File: src/rtl/sn_batch_ctrl.sv
// Batch controller for the odd-even merge sorting network: packs records into 2^P_LOG-lane
// batches, issues them under output-buffer credit, and drains sorted batches as a record stream.
module sn_batch_ctrl #(
    parameter int unsigned P_LOG     = 1,
    parameter int unsigned DATW      = 64,
    parameter int unsigned KEYW      = 32,
    parameter int unsigned OFIFO_LOG = 2
) (
    input  logic                         CLK,
    input  logic                         RST,
    input  logic [DATW-1:0]              IDATA,
    input  logic                         IVALID,
    output logic                         IREADY,
    input  logic                         IFLUSH,
    output logic [DATW*(1<<P_LOG)-1:0]   SN_DIN,
    output logic                         SN_DINEN,
    input  logic [DATW*(1<<P_LOG)-1:0]   SN_DOT,
    input  logic                         SN_DOTEN,
    output logic [DATW-1:0]              ODATA,
    output logic                         OVALID,
    input  logic                         OREADY,
    output logic                         OLAST,
    output logic                         BUSY,
    output logic                         ERR
);

    localparam int unsigned N = 1 << P_LOG;
    localparam int unsigned C = 1 << OFIFO_LOG;
    localparam logic [P_LOG:0]     CNT_FULL = (P_LOG + 1)'(N);
    localparam logic [OFIFO_LOG:0] CRED_MAX = (OFIFO_LOG + 1)'(C);

    // Assembler state
    logic [N-1:0][DATW-1:0] r_lane;
    logic [P_LOG:0]         r_cnt;
    logic                   r_flush_pend;
    logic [OFIFO_LOG:0]     r_credit;

    // Output buffer: sorted batches plus their real-record counts, popped together
    logic [N-1:0][DATW-1:0] r_bbuf [C];
    logic [P_LOG:0]         r_nbuf [C];
    logic [OFIFO_LOG:0]     r_bwr;
    logic [OFIFO_LOG:0]     r_brd;
    logic [OFIFO_LOG:0]     r_nwr;
    logic [OFIFO_LOG:0]     r_nrd;
    logic [P_LOG-1:0]       r_rsel;
    logic                   r_err;

    logic                   w_accept;
    logic                   w_issue;
    logic                   w_bempty;
    logic                   w_bfull;
    logic                   w_ovalid;
    logic                   w_olast;
    logic                   w_xfer;
    logic                   w_drain;
    logic [N-1:0][DATW-1:0] w_head;
    logic [P_LOG:0]         w_nhead;
    logic [DATW-1:0]        w_head_lane;
    logic [DATW-1:0]        w_odata;
    logic [N-1:0][DATW-1:0] w_din;

    assign IREADY   = !RST && (r_cnt < CNT_FULL) && !r_flush_pend;
    assign w_accept = IREADY && IVALID;
    assign w_issue  = !RST && ((r_cnt == CNT_FULL) || r_flush_pend) && (r_credit != '0);

    assign w_bempty = (r_bwr == r_brd);
    assign w_bfull  = (r_bwr[OFIFO_LOG] != r_brd[OFIFO_LOG]) &&
                      (r_bwr[OFIFO_LOG-1:0] == r_brd[OFIFO_LOG-1:0]);
    assign w_ovalid = !RST && !w_bempty;

    assign w_head      = r_bbuf[r_brd[OFIFO_LOG-1:0]];
    assign w_nhead     = r_nbuf[r_nrd[OFIFO_LOG-1:0]];
    assign w_head_lane = w_head[r_rsel];
    assign w_olast     = w_ovalid && ({1'b0, r_rsel} == (w_nhead - 1'b1));
    assign w_xfer      = w_ovalid && OREADY;
    assign w_drain     = w_xfer && w_olast;

    // The key sits in the low KEYW bits; the payload above it passes through untouched.
    if (KEYW < DATW) begin : g_keyed
        assign w_odata = {w_head_lane[DATW-1:KEYW], w_head_lane[KEYW-1:0]};
    end else begin : g_key_only
        assign w_odata = w_head_lane;
    end

    // Lanes beyond the real count are padded with all-ones so they sort to the top.
    always_comb begin
        w_din = '0;
        if (w_issue) begin
            for (int unsigned i = 0; i < N; i++) begin
                w_din[i] = ((P_LOG + 1)'(i) < r_cnt) ? r_lane[i] : '1;
            end
        end
    end

    assign SN_DIN   = w_din;
    assign SN_DINEN = w_issue;
    assign OVALID   = w_ovalid;
    assign ODATA    = w_ovalid ? w_odata : '0;
    assign OLAST    = w_olast;
    assign BUSY     = !RST && ((r_cnt != '0) || (r_credit != CRED_MAX));
    assign ERR      = !RST && r_err;

    always_ff @(posedge CLK) begin
        if (RST) begin
            r_cnt        <= '0;
            r_flush_pend <= 1'b0;
            r_credit     <= CRED_MAX;
            r_bwr        <= '0;
            r_brd        <= '0;
            r_nwr        <= '0;
            r_nrd        <= '0;
            r_rsel       <= '0;
            r_err        <= 1'b0;
        end else begin
            if (w_issue) begin
                r_cnt <= '0;
            end else if (w_accept) begin
                r_cnt <= r_cnt + 1'b1;
            end

            if (w_issue) begin
                r_flush_pend <= 1'b0;
            end else if (IFLUSH && ((r_cnt != '0) || w_accept)) begin
                r_flush_pend <= 1'b1;
            end

            if (w_issue && !w_drain) begin
                r_credit <= r_credit - 1'b1;
            end else if (w_drain && !w_issue) begin
                r_credit <= r_credit + 1'b1;
            end

            if (w_issue) begin
                r_nwr <= r_nwr + 1'b1;
            end

            if (SN_DOTEN) begin
                if (w_bfull) begin
                    r_err <= 1'b1;
                end else begin
                    r_bwr <= r_bwr + 1'b1;
                end
            end

            if (w_xfer) begin
                if (w_olast) begin
                    r_rsel <= '0;
                    r_brd  <= r_brd + 1'b1;
                    r_nrd  <= r_nrd + 1'b1;
                end else begin
                    r_rsel <= r_rsel + 1'b1;
                end
            end
        end
    end

    always_ff @(posedge CLK) begin
        if (w_accept) begin
            r_lane[r_cnt[P_LOG-1:0]] <= IDATA;
        end
        if (w_issue) begin
            r_nbuf[r_nwr[OFIFO_LOG-1:0]] <= r_cnt;
        end
        if (!RST && SN_DOTEN && !w_bfull) begin
            r_bbuf[r_bwr[OFIFO_LOG-1:0]] <= SN_DOT;
        end
    end

endmodule
File: config.mk
export PLATFORM = sky130hd
export DESIGN_NAME = sn_batch_ctrl
export DESIGN_NICKNAME = d
export VERILOG_FILES = /design/src/rtl/sn_batch_ctrl.sv
export SDC_FILE = /design/constraint.sdc
export NUM_CORES = 1
export LEC_CHECK = 0
export CORE_MARGIN = 2
export CORE_UTILIZATION = 53
export DETAILED_ROUTE_END_ITERATION = 8
export HOLD_SLACK_MARGIN = 0.1
export PLACE_DENSITY = 0.81
export SETUP_SLACK_MARGIN = 0.4
export SYNTH_ARGS = -nofsm -noshare
export SYNTH_HDL_FRONTEND = slang
export SYNTH_SLANG_ARGS = --single-unit
File: constraint.sdc
create_clock -name CLK -period 13.1 [get_ports CLK]
set_input_delay 2.62 -clock CLK [delete_from_list [all_inputs] [get_ports CLK]]
set_output_delay 2.62 -clock CLK [all_outputs]
set_load 0.02 [all_outputs]
==> results of run 1 <==
## registers in the layout (all words and copies together) (netlist names), named ones only
register and count:
r_bbuf 512, r_lane 128, r_nbuf 8, r_brd 3, r_bwr 3, r_credit 3
r_cnt 2, r_nrd 2, r_nwr 2, r_err 1, r_flush_pend 1, r_rsel 1
## layout make-up
type | count | area, µm²
Sequential cell | 670 | 19900
Fill cell | 3032 | 15400
Multi-Input combinational cell | 554 | 5550
Timing Repair Buffer | 411 | 4090
Clock buffer | 81 | 1760
Tap cell | 615 | 769
Clock inverter | 35 | 354
Inverter | 11 | 41.3
Antenna cell | 7 | 17.5
## power groups by stage
| stage | Sequential (mW) | Combinational (mW) | Clock [mW] |
|---|---|---|---|
| 2_1_floorplan | 2.49 | 0.246 | 0 |
| 3_3_place_gp | 2.49 | 0.457 | 0 |
| 3_5_place_dp | 2.50 | 0.467 | 0 |
| 4_1_cts | 2.45 | 0.470 | 1.89 |
| 5_1_grt | 2.46 | 0.496 | 1.97 |
| 6_report | 2.45 | 0.466 | 1.85 |
## through the flow
stage	worst slack [ns]	util [%]
after floorplan	6.28	-
after global placement	5.09	63.4
after detailed placement	4.95	63.4
after CTS	4.95	67.9
after global routing	4.77	67.9
final	4.93	67.9
## cells by family (layout without fill, tap and decap cells)
logic type,count (synthesis),in the layout,share of synthesized area (%)
multiplexers,205,205,14.3
AND/OR/NAND/NOR,252,252,4.04
other,0,7,0
adder cells (fa/ha/maj),13,13,0.661
buffers and inverters,86,538,1.33
flip-flops,670,670,77.3
XOR/XNOR,7,7,0.238
AO/OA/AOI/OAI,77,77,2.18
## worst max-delay path: stages
cell,delay (ns)
clkdlybuf4s50_1,0.41
buf_4,0.23
or3_2,0.52
inv_2,0.86
o21a_1,0.24
clkdlybuf4s50_1,0.62
## layer usage
layer | share of wire [%] | wire, µm
met1 | 39 | 21700
met2 | 50 | 28300
met3 | 8.1 | 4560
met4 | 2.8 | 1570
met5 | 0.17 | 96
## cells in the final DEF, fill, tap and decap left out, types with 7 or more instances in the layout
cell type,n
edfxtp_1,648
clkdlybuf4s50_1,395
nor2_1,210
mux4_2,129
mux2i_1,68
clkbuf_16,68
o21a_1,64
dfxtp_1,19
buf_4,15
clkbuf_1,12
ha_1,11
clkinv_1,11
inv_1,8
clkinv_2,8
diode_2,7
nand2_1,7
mux2_1,7
## worst paths after layout
check,start,end,slack [ns],depth (start not counted)
worst min register to register,r_err$_SDFFE_PP0P_,r_err$_SDFFE_PP0P_,0.49,2
worst max register to register,r_cnt[0]$_SDFFE_PP0P_,r_credit[2]$_SDFFE_PP1P_,9.37,11
worst max-delay path,RST,SN_DIN[93],4.93,6
worst min-delay path,r_err$_SDFFE_PP0P_,r_err$_SDFFE_PP0P_,0.49,2
==> results by group, run 1 <==
Critical path
  • Required @ worst endpoint: 10.48 ns
  • Worst-path maximum fanout: 76
  • Crit Path Class: in -> out
  • CP Launch Type: input pin
  • CP Capture Type: output port
  • CP arrival: 5.55 ns

Clock tree
  • Post-CTS setup buffer count: 0
  • CTS Root Buffer Type: clkbuf_16
  • Post-CTS Hold Buffers: 0
  • Clock Sinks: 670
  • Max Buffers Root-to-Sink: 3
  • Post-CTS sizing: 0
  • H-tree Lvls: 3
  • CTS Buf Count: 67
  • Clock transition at the registers of the reported paths: roughly 0.060 ns
  • CTS tree: built
  • Clock latency on the worst-skew pair: 0.60 ns

Synth
  • Number of flops mapped to enable cells by yosys: 648
  • Synth Flop Type: edfxtp_1
  • Syn Nets: between 1500 and 2000
  • Register bit count reported by yosys: 670
  • Synthesized area per cell: 19.7 µm²
  • Mapped Area: 0.0257 mm²
  • Mapped Cells: between 1000 and 1500
  • Async S/R FF share, synth: 0%
  • Yosys top cell area share: 75.6%
  • Count leader, synth: edfxtp_1
  • Post-synth top area cell: edfxtp_1
  • Synth top area cells: edfxtp_1 (76%), mux4_2 (11%), nor2_1 (3.1%)
  • Synth warnings: 0
  • Top cells by count, synth: edfxtp_1 (648), nor2_1 (212), mux4_2 (129), mux2i_1 (68), o21a_1 (64)
  • Sequential-to-total area share from yosys stat: between 70% and 80%
  • Cell variety after synth: 37

Pwr
  • Clock power frac: 38.9%
  • Net Sw Frac: 22.0%
  • VDD IR-drop max: 0.121 mV
  • Internal Power: 3.72 mW
  • Seq pwr share: 51.4%
  • Power Total: roughly 4.8 mW
  • Pwr Density: 147 mW/mm²
  • Combinational share of power: 9.8%
  • Leak pwr: 10.3 nW
  • Net switching power: 1.05 mW

Min path
  • Hold Path Class: reg -> reg

Routing
  • Starting DRT DRC Count: 1100
  • DRC viols: 0
  • Routed WL: about 56000 µm
  • Antenna Nets Post-Route: 0
  • Via density: 5.61
  • Detailed-route via count: around 13000
  • Drt first pass iters: 5
  • Routed wire length per instance: 23.6 µm

Global route
  • Global route overflow: 0
  • Met3 GRT Util: 6.31%
  • Met2 Use GR: a little over a third
  • Met1 Use GR: ~29%
  • GRT Total Usage: around 22%
  • Antenna violations before repair: 14
  • Number of global-route vias before repair: 13800
  • Largest net degree at the start of global routing: between 90 and 100
  • Global-route layer with the greatest usage: met2
  • First-pass GRT wire length: 83200 µm

Cells and area
  • Final instance area: between 0.03 and 0.04 mm²
  • Area Overhead vs Synth: 26.2%
  • Layout cells sized above 1: about 15%
  • Post-Layout Cell Count: 2384
  • Nets@finish: 1926

STA
  • Fmax: 122 MHz
  • Worst Hold Slack: 0.491 ns
  • Final worst-path cycle share: 62.4%
  • Final Hold Viols: 0
  • Unrepaired setup endpoints after global routing: false
  • Worst-margin pin slew: roughly 1.2 ns
  • Clock Skew: 0.0266 ns
  • Final worst path period need: 8.17 ns
  • Fin Setup TNS: 0 ns
  • Fin. max-slew vios: 0
  • Worst rel slew slack: 20.6%
  • Count of final setup violators: 0

Die
  • Die H: 224 µm
  • Die Span X: 224 µm
  • # IOs: 396
  • FP Rows: 80
  • DIE AREA: around 0.050 mm²
  • Initial cell density of the core: a little over half
  • Core Area: 0.0478 mm²

Placement
  • Port Buffers: between 300 and 400
  • Placement Cell Area: 0.0304 mm²
  • GPL Wtd Cong: 0.857
  • HPWL Detailed: 34200 µm
  • Cells after DPL: 2261

Status
  • Status: complete, no violations

Job
  • Max Cap Viol: 0
Note: power is estimated with default switching activity, not from simulation.
==> run 2: changes to the inputs <==
Clock period 13.1 ns to 7.53 ns, I/O delays scaled along.
==> run 2 against run 1 <==
Critical path depth grew 1. Via count rose by 0.36%. Combinational power rose by 74%. Worst hold slack got worse by 0.014 ns. Clock skew fell by 0.012 ns. Design area up 0.12%. Global-route usage is 0.13 points lower. Critical path type unchanged. Clock power rose by 75%. Routed wire length fell by 0.37%. Core utilization increased by 0.078 points. Highest routed layer unchanged. Clock-buffer cell count increased by 4.
==> results by group, run 2 (synthesized netlist as in run 1, its figures left out) <==
Routing
  • Routed wire length per instance: 23.5 µm (was 23.6 µm)
  • Starting DRT DRC Count: 1133 (was 1100)
  • Via density: 5.64 (was 5.61)
  • Detailed-route via count: 13400 (about the same)
  • Drt first pass iters: 5 (unchanged)
  • Routed WL: 56000 µm (was 56200 µm)
  • DRC viols: 0 (unchanged)
  • Antenna Nets Post-Route: 0 (unchanged)

Placement
  • Setup WS pre-CTS: 1.19 ns (was 4.95 ns)
  • Cells after DPL: 2261 (unchanged)
  • GPL Wtd Cong: 0.877 (was 0.857)
  • HPWL Detailed: 34300 µm (was 34200 µm)
  • Port Buffers: 395 (unchanged)

Cells and area
  • Post-Layout Cell Count: 2381 (was 2384)
  • Layout cells sized above 1: 14.6% (about the same)
  • Commonest cells after routing, fill and taps aside: edfxtp_1 (648), clkdlybuf4s50_1 (395), nor2_1 (210) (unchanged)
  • Nets@finish: 1928 (was 1926)
  • Area Overhead vs Synth: 26.3% (was 26.2%)
  • Max FFs per register: 512 (unchanged)
  • Commonest non-fill, non-tap cell in the layout: edfxtp_1 (unchanged)

Clock tree
  • CTS tree: built (unchanged)
  • Clock transition at the registers of the reported paths: 0.06 ns (about the same)
  • Max Buffers Root-to-Sink: 3 (unchanged)
  • CTS Buf Count: 69 (was 67)
  • CTS Root Buffer Type: clkbuf_16 (unchanged)
  • Post-CTS Hold Buffers: 0 (unchanged)
  • Clock Sinks: 670 (unchanged)
  • Clock latency on the worst-skew pair: 0.58 ns (was 0.60 ns)
  • Post-CTS sizing: 0 (unchanged)
  • Post-CTS setup buffer count: 0 (unchanged)
  • H-tree Lvls: 3 (unchanged)

Critical path
  • CP arrival: 4.86 ns (was 5.55 ns)
  • Crit Path Class: in -> out (unchanged)
  • Worst-path maximum fanout: 76 (unchanged)
  • R2R cell count: 12 (was 11)
  • CP Capture Type: output port (unchanged)
  • Required @ worst endpoint: 6.02 ns (was 10.48 ns)
  • CP Launch Type: input pin (unchanged)

Die
  • # IOs: 396 (unchanged)
  • DIE AREA: 0.0504 mm² (unchanged)
  • Initial cell density of the core: 53.8% (unchanged)
  • Die Span X: 224 µm (unchanged)
  • Core Area: 0.0478 mm² (unchanged)
  • Die H: 224 µm (unchanged)
  • FP Rows: 80 (unchanged)

STA
  • Final worst-path cycle share: between 80% and 90%
  • Worst rel slew slack: 19.1% (was 20.6%)
  • Final worst path period need: 6.36 ns
  • Clock Skew: 0.0149 ns (was 0.0266 ns)
  • Final Hold Viols: 0 (unchanged)
  • Worst Hold Slack: 0.477 ns (was 0.491 ns)
  • Fmax: 157 MHz
  • Count of final setup violators: 0 (unchanged)
  • Worst-margin pin slew: 1.21 ns (was 1.19 ns)
  • Worst setup margin: 1.17 ns (was 4.93 ns)
  • Fin. max-slew vios: 0 (unchanged)
  • Unrepaired setup endpoints after global routing: false (unchanged)
  • Fin Setup TNS: 0 ns (unchanged)

Global route
  • Number of global-route vias before repair: 13900 (was 13800)
  • GRT Total Usage: 22.2% (was 22.3%)
  • Global route overflow: 0 (unchanged)
  • Largest net degree at the start of global routing: 98 (was 93)
  • Antenna violations before repair: 8 (was 14)
  • First-pass GRT wire length: 83600 µm (was 83200 µm)

Pwr
  • Power Total: 8.32 mW (was 4.77 mW)
  • VDD IR-drop max: 0.209 mV (was 0.121 mV)
  • Leak pwr: 10.3 nW (about the same)
  • Pwr Density: 256 mW/mm² (was 147 mW/mm²)

Job
  • Max Cap Viol: 0 (unchanged)

Min path
  • Hold Path Class: reg -> reg (unchanged)
  • Hold path depth: 2 (unchanged)

Status
  • Status: complete, no violations (unchanged)
run 2: path summary, 6_finish.rpt:
path / startpoint / endpoint / slack [ns]
setup / recovery: RST / SN_DIN[82] / 1.17
hold / removal: r_err$_SDFFE_PP0P_ / r_err$_SDFFE_PP0P_ / 0.48
setup reg to reg: r_cnt[0]$_SDFFE_PP0P_ / r_credit[2]$_SDFFE_PP1P_ / 3.50
hold reg to reg: r_err$_SDFFE_PP0P_ / r_err$_SDFFE_PP0P_ / 0.48
run 2: routing by layer:
layer  track usage [%]  up-vias  wire [µm]
li1                  -     5968          -
met1              29.1     6858      22300
met3              5.45       95       4090
met2              36.4      495      28200
met5                 0        -         65
met4              8.16       10       1420
run 2: power by group:
part,internal [mW],switching [mW]
logic,0.385,0.428
clock network,1.90,1.35
registers,4.21,0.0499
total,6.49,1.82
run 2: cell type report:
type                       count  area [µm²]
antenna                        4        10.0
clock buffer                  85        1830
clock inverter                31         293
fill                        3010       15300
inverter                      11        41.3
multi-input combinational    554        5550
sequential                   670       19900
tap                          615         769
timing repair buffer         411        4120
run 2: metrics by stage:
| stage | cell area, µm² | utilization, % |
|---|---|---|
| after floorplan | 25700 | - |
| after global placement | 30400 | 63.5 |
| after detailed placement | 30400 | 63.5 |
| after CTS | 32500 | 68.0 |
| after global routing | 32500 | 68.0 |
| final | 32500 | 68.0 |
run 2: worst max-delay path, stage by stage:
cell and delay [ns]:
clkdlybuf4s50_1 0.40, buf_4 0.22, or3_2 0.49, buf_4 0.35, inv_2 0.95, o21a_1 0.26, clkdlybuf4s50_1 0.61
==> run 3: changes to the inputs <==
Clock period 7.53 ns to 5.9 ns, I/O delays scaled along.
==> run 3 against run 2 <==
Clock-buffer cell count grew 5. Worst hold slack gained 0.044 ns. Sequential share of layout area shrank 0.059 points. Critical path type unchanged. Highest routed layer unchanged.
==> results by group, run 3 (synthesized netlist as in run 1, its figures left out) <==
Die
  • Die H: 224 µm (unchanged)
  • Initial cell density of the core: 53.8% (unchanged)
  • Core Area: 0.0478 mm² (unchanged)
  • DIE AREA: 0.0504 mm² (unchanged)
  • FP Rows: 80 (unchanged)
  • Die Span X: 224 µm (unchanged)
  • # IOs: 396 (unchanged)

Routing
  • DRC viols: 0 (unchanged)
  • Drt first pass iters: 7 (was 5)
  • Routed WL: 57100 µm (was 56000 µm)
  • Starting DRT DRC Count: 1122 (was 1133)
  • Detailed-route via count: 13600 (was 13400)
  • Antenna Nets Post-Route: 0 (unchanged)
  • Routed wire length per instance: 23.8 µm (was 23.5 µm)
  • Via density: 5.68 (was 5.64)

Cells and area
  • Area Overhead vs Synth: 26.4% (was 26.3%)
  • Final instance area: 0.0326 mm² (was 0.0325 mm²)
  • Commonest non-fill, non-tap cell in the layout: edfxtp_1 (unchanged)
  • Max FFs per register: 512 (unchanged)
  • Fillers: 3041 (was 3010)
  • Final Util: 68.0% (about the same)
  • Nets@finish: 1934 (was 1928)
  • Commonest cells after routing, fill and taps aside: edfxtp_1 (648), clkdlybuf4s50_1 (395), nor2_1 (210) (unchanged)
  • Multi-input logic area: 0.00555 mm² (unchanged)
  • Layout cells sized above 1: 14.8% (was 14.6%)
  • Register area: 0.0199 mm² (unchanged)

Pwr
  • Pwr Density: 322 mW/mm² (was 256 mW/mm²)
  • Clock power frac: 38.1% (was 39.0%)
  • Net Sw Frac: 22.1% (was 21.9%)
  • Net switching power: 2.32 mW (was 1.82 mW)
  • Seq pwr share: 51.9% (was 51.3%)
  • Internal Power: 8.16 mW (was 6.49 mW)
  • VDD IR-drop max: 0.266 mV (was 0.209 mV)
  • Combinational share of power: 10.0% (was 9.8%)
  • Leak pwr: 10.4 nW (was 10.3 nW)

Placement
  • Placement Cell Area: 0.0305 mm² (was 0.0304 mm²)
  • Port Buffers: 395 (unchanged)
  • HPWL Detailed: 34600 µm (was 34300 µm)
  • GPL Wtd Cong: 0.875 (was 0.877)

Job
  • Max Cap Viol: 0 (unchanged)

STA
  • Fin Setup TNS: 0 ns (unchanged)
  • Unrepaired setup endpoints after global routing: false (unchanged)
  • Worst Hold Slack: 0.521 ns (was 0.477 ns)
  • Fin. max-slew vios: 0 (unchanged)
  • Worst-margin pin slew: 1.00 ns (was 1.21 ns)
  • Final worst path period need: 5.02 ns
  • Final worst-path cycle share: 85.2%
  • Count of final setup violators: 0 (unchanged)
  • Clock Skew: 0.0185 ns (was 0.0149 ns)
  • Worst rel slew slack: 33.3% (was 19.1%)
  • Fmax: roughly 200 MHz
  • Final Hold Viols: 0 (unchanged)

Clock tree
  • Post-CTS setup buffer count: 0 (unchanged)
  • Clock transition at the registers of the reported paths: 0.06 ns (about the same)
  • Post-CTS Hold Buffers: 0 (unchanged)
  • Clock latency on the worst-skew pair: 0.59 ns (was 0.58 ns)
  • Clock Sinks: 670 (unchanged)
  • Max Buffers Root-to-Sink: 3 (unchanged)
  • Post-CTS sizing: 0 (unchanged)
  • CTS Root Buffer Type: clkbuf_16 (unchanged)
  • CTS Buf Count: 68 (was 69)
  • H-tree Lvls: 3 (unchanged)
  • CTS tree: built (unchanged)

Global route
  • First-pass GRT wire length: 84600 µm (was 83600 µm)
  • Global route overflow: 0 (unchanged)
  • Antenna violations before repair: 10 (was 8)
  • Number of global-route vias before repair: 14000 (was 13900)
  • GRT Total Usage: 22.5% (was 22.2%)
  • Largest net degree at the start of global routing: 67 (was 98)

Critical path
  • Slowest CP cell: clkdlybuf4s50_1 (was inv_2)
  • Crit-path cells: clkdlybuf4s50_1 -> or3_2 -> buf_4 -> nor2_1 -> clkdlybuf4s50_1 (was clkdlybuf4s50_1 -> buf_4 -> or3_2 -> buf_4 -> inv_2 -> o21a_1 -> clkdlybuf4s50_1)
  • Crit-path max cell delay: 0.68 ns (was 0.95 ns)
  • CP Launch Type: input pin (unchanged)
  • CP Capture Type: output port (unchanged)
  • Required @ worst endpoint: 4.72 ns (was 6.02 ns)
  • CP arrival: 3.84 ns (was 4.86 ns)
  • Worst-path maximum fanout: 65 (was 76)
  • Worst path most repeated cell: clkdlybuf4s50_1
  • Crit Path Class: in -> out (unchanged)

Status
  • Status: complete, no violations (unchanged)

Min path
  • Hold Path Class: reg -> reg (unchanged)
[run 3: cell count changes in the layout (fill, tap and decap cells not counted), sizes merged]
cell / previous run / this run
clkinv: 19 / 29
buf: 16 / 23
clkbuf: 85 / 90
bufinv: 5 / 2
clkinvlp: 3 / 0
inv: 15 / 12
diode: 4 / 6
[run 3: worst paths after layout]
kind	startpoint	to	slack, ns	depth (start not counted)
worst max-delay path	RST	SN_DIN[14]	0.88	5
worst min-delay path	r_nwr[0]$_SDFFE_PP0P_	r_nwr[0]$_SDFFE_PP0P_	0.52	1
worst max register to register	flop	r_credit[2]$_SDFFE_PP1P_	2.69	10
worst min register to register	r_nwr[0]$_SDFFE_PP0P_	r_nwr[0]$_SDFFE_PP0P_	0.52	1
[run 3: stage by stage]
| stage | total power, mW | worst slack (ns) | cells |
|---|---|---|---|
| global placement | 6.56 | 0.928 | 2268 |
| CTS | 10.6 | 0.907 | 2390 |
| detailed placement | 6.59 | 0.924 | 2268 |
| global route | 10.8 | 0.795 | 2393 |
| finish | 10.5 | 0.876 | 2396 |
| floorplan | 6.06 | 0.521 | 1310 |
[run 3: critical path: cells and delay by family]
| kind | cells | cell delay [ns] |
|---|---|---|
| AND/OR/NAND/NOR | 2 | 0.97 |
| buffers and inverters | 3 | 1.66 |
[run 3: layout make-up]
type,instances,share of cell area (%)
antenna,6,0.0461
clock buffer,90,5.68
clock inverter,32,0.607
inverter,11,0.127
multi-input combinational,554,17.0
sequential,670,61.2
tap,615,2.36
timing repair buffer,418,13.0
[run 3: power by group through the flow]
stage          combinational, mW  sequential (mW)  clock, mW
4_1_cts                     1.06             5.44       4.07
3_5_place_dp                1.05             5.54          0
5_1_grt                     1.11             5.45       4.24
3_3_place_gp                1.03             5.53          0
6_report                    1.05             5.44       3.99
2_1_floorplan              0.545             5.52          0
[run 3: routing by layer]
metal,routed length (µm),global-route usage [%],vias up
met5,57,0,-
met4,1750,9.06,8
met3,4210,5.56,116
met2,28400,36.4,518
met1,22700,29.8,6972
li1,-,-,6000
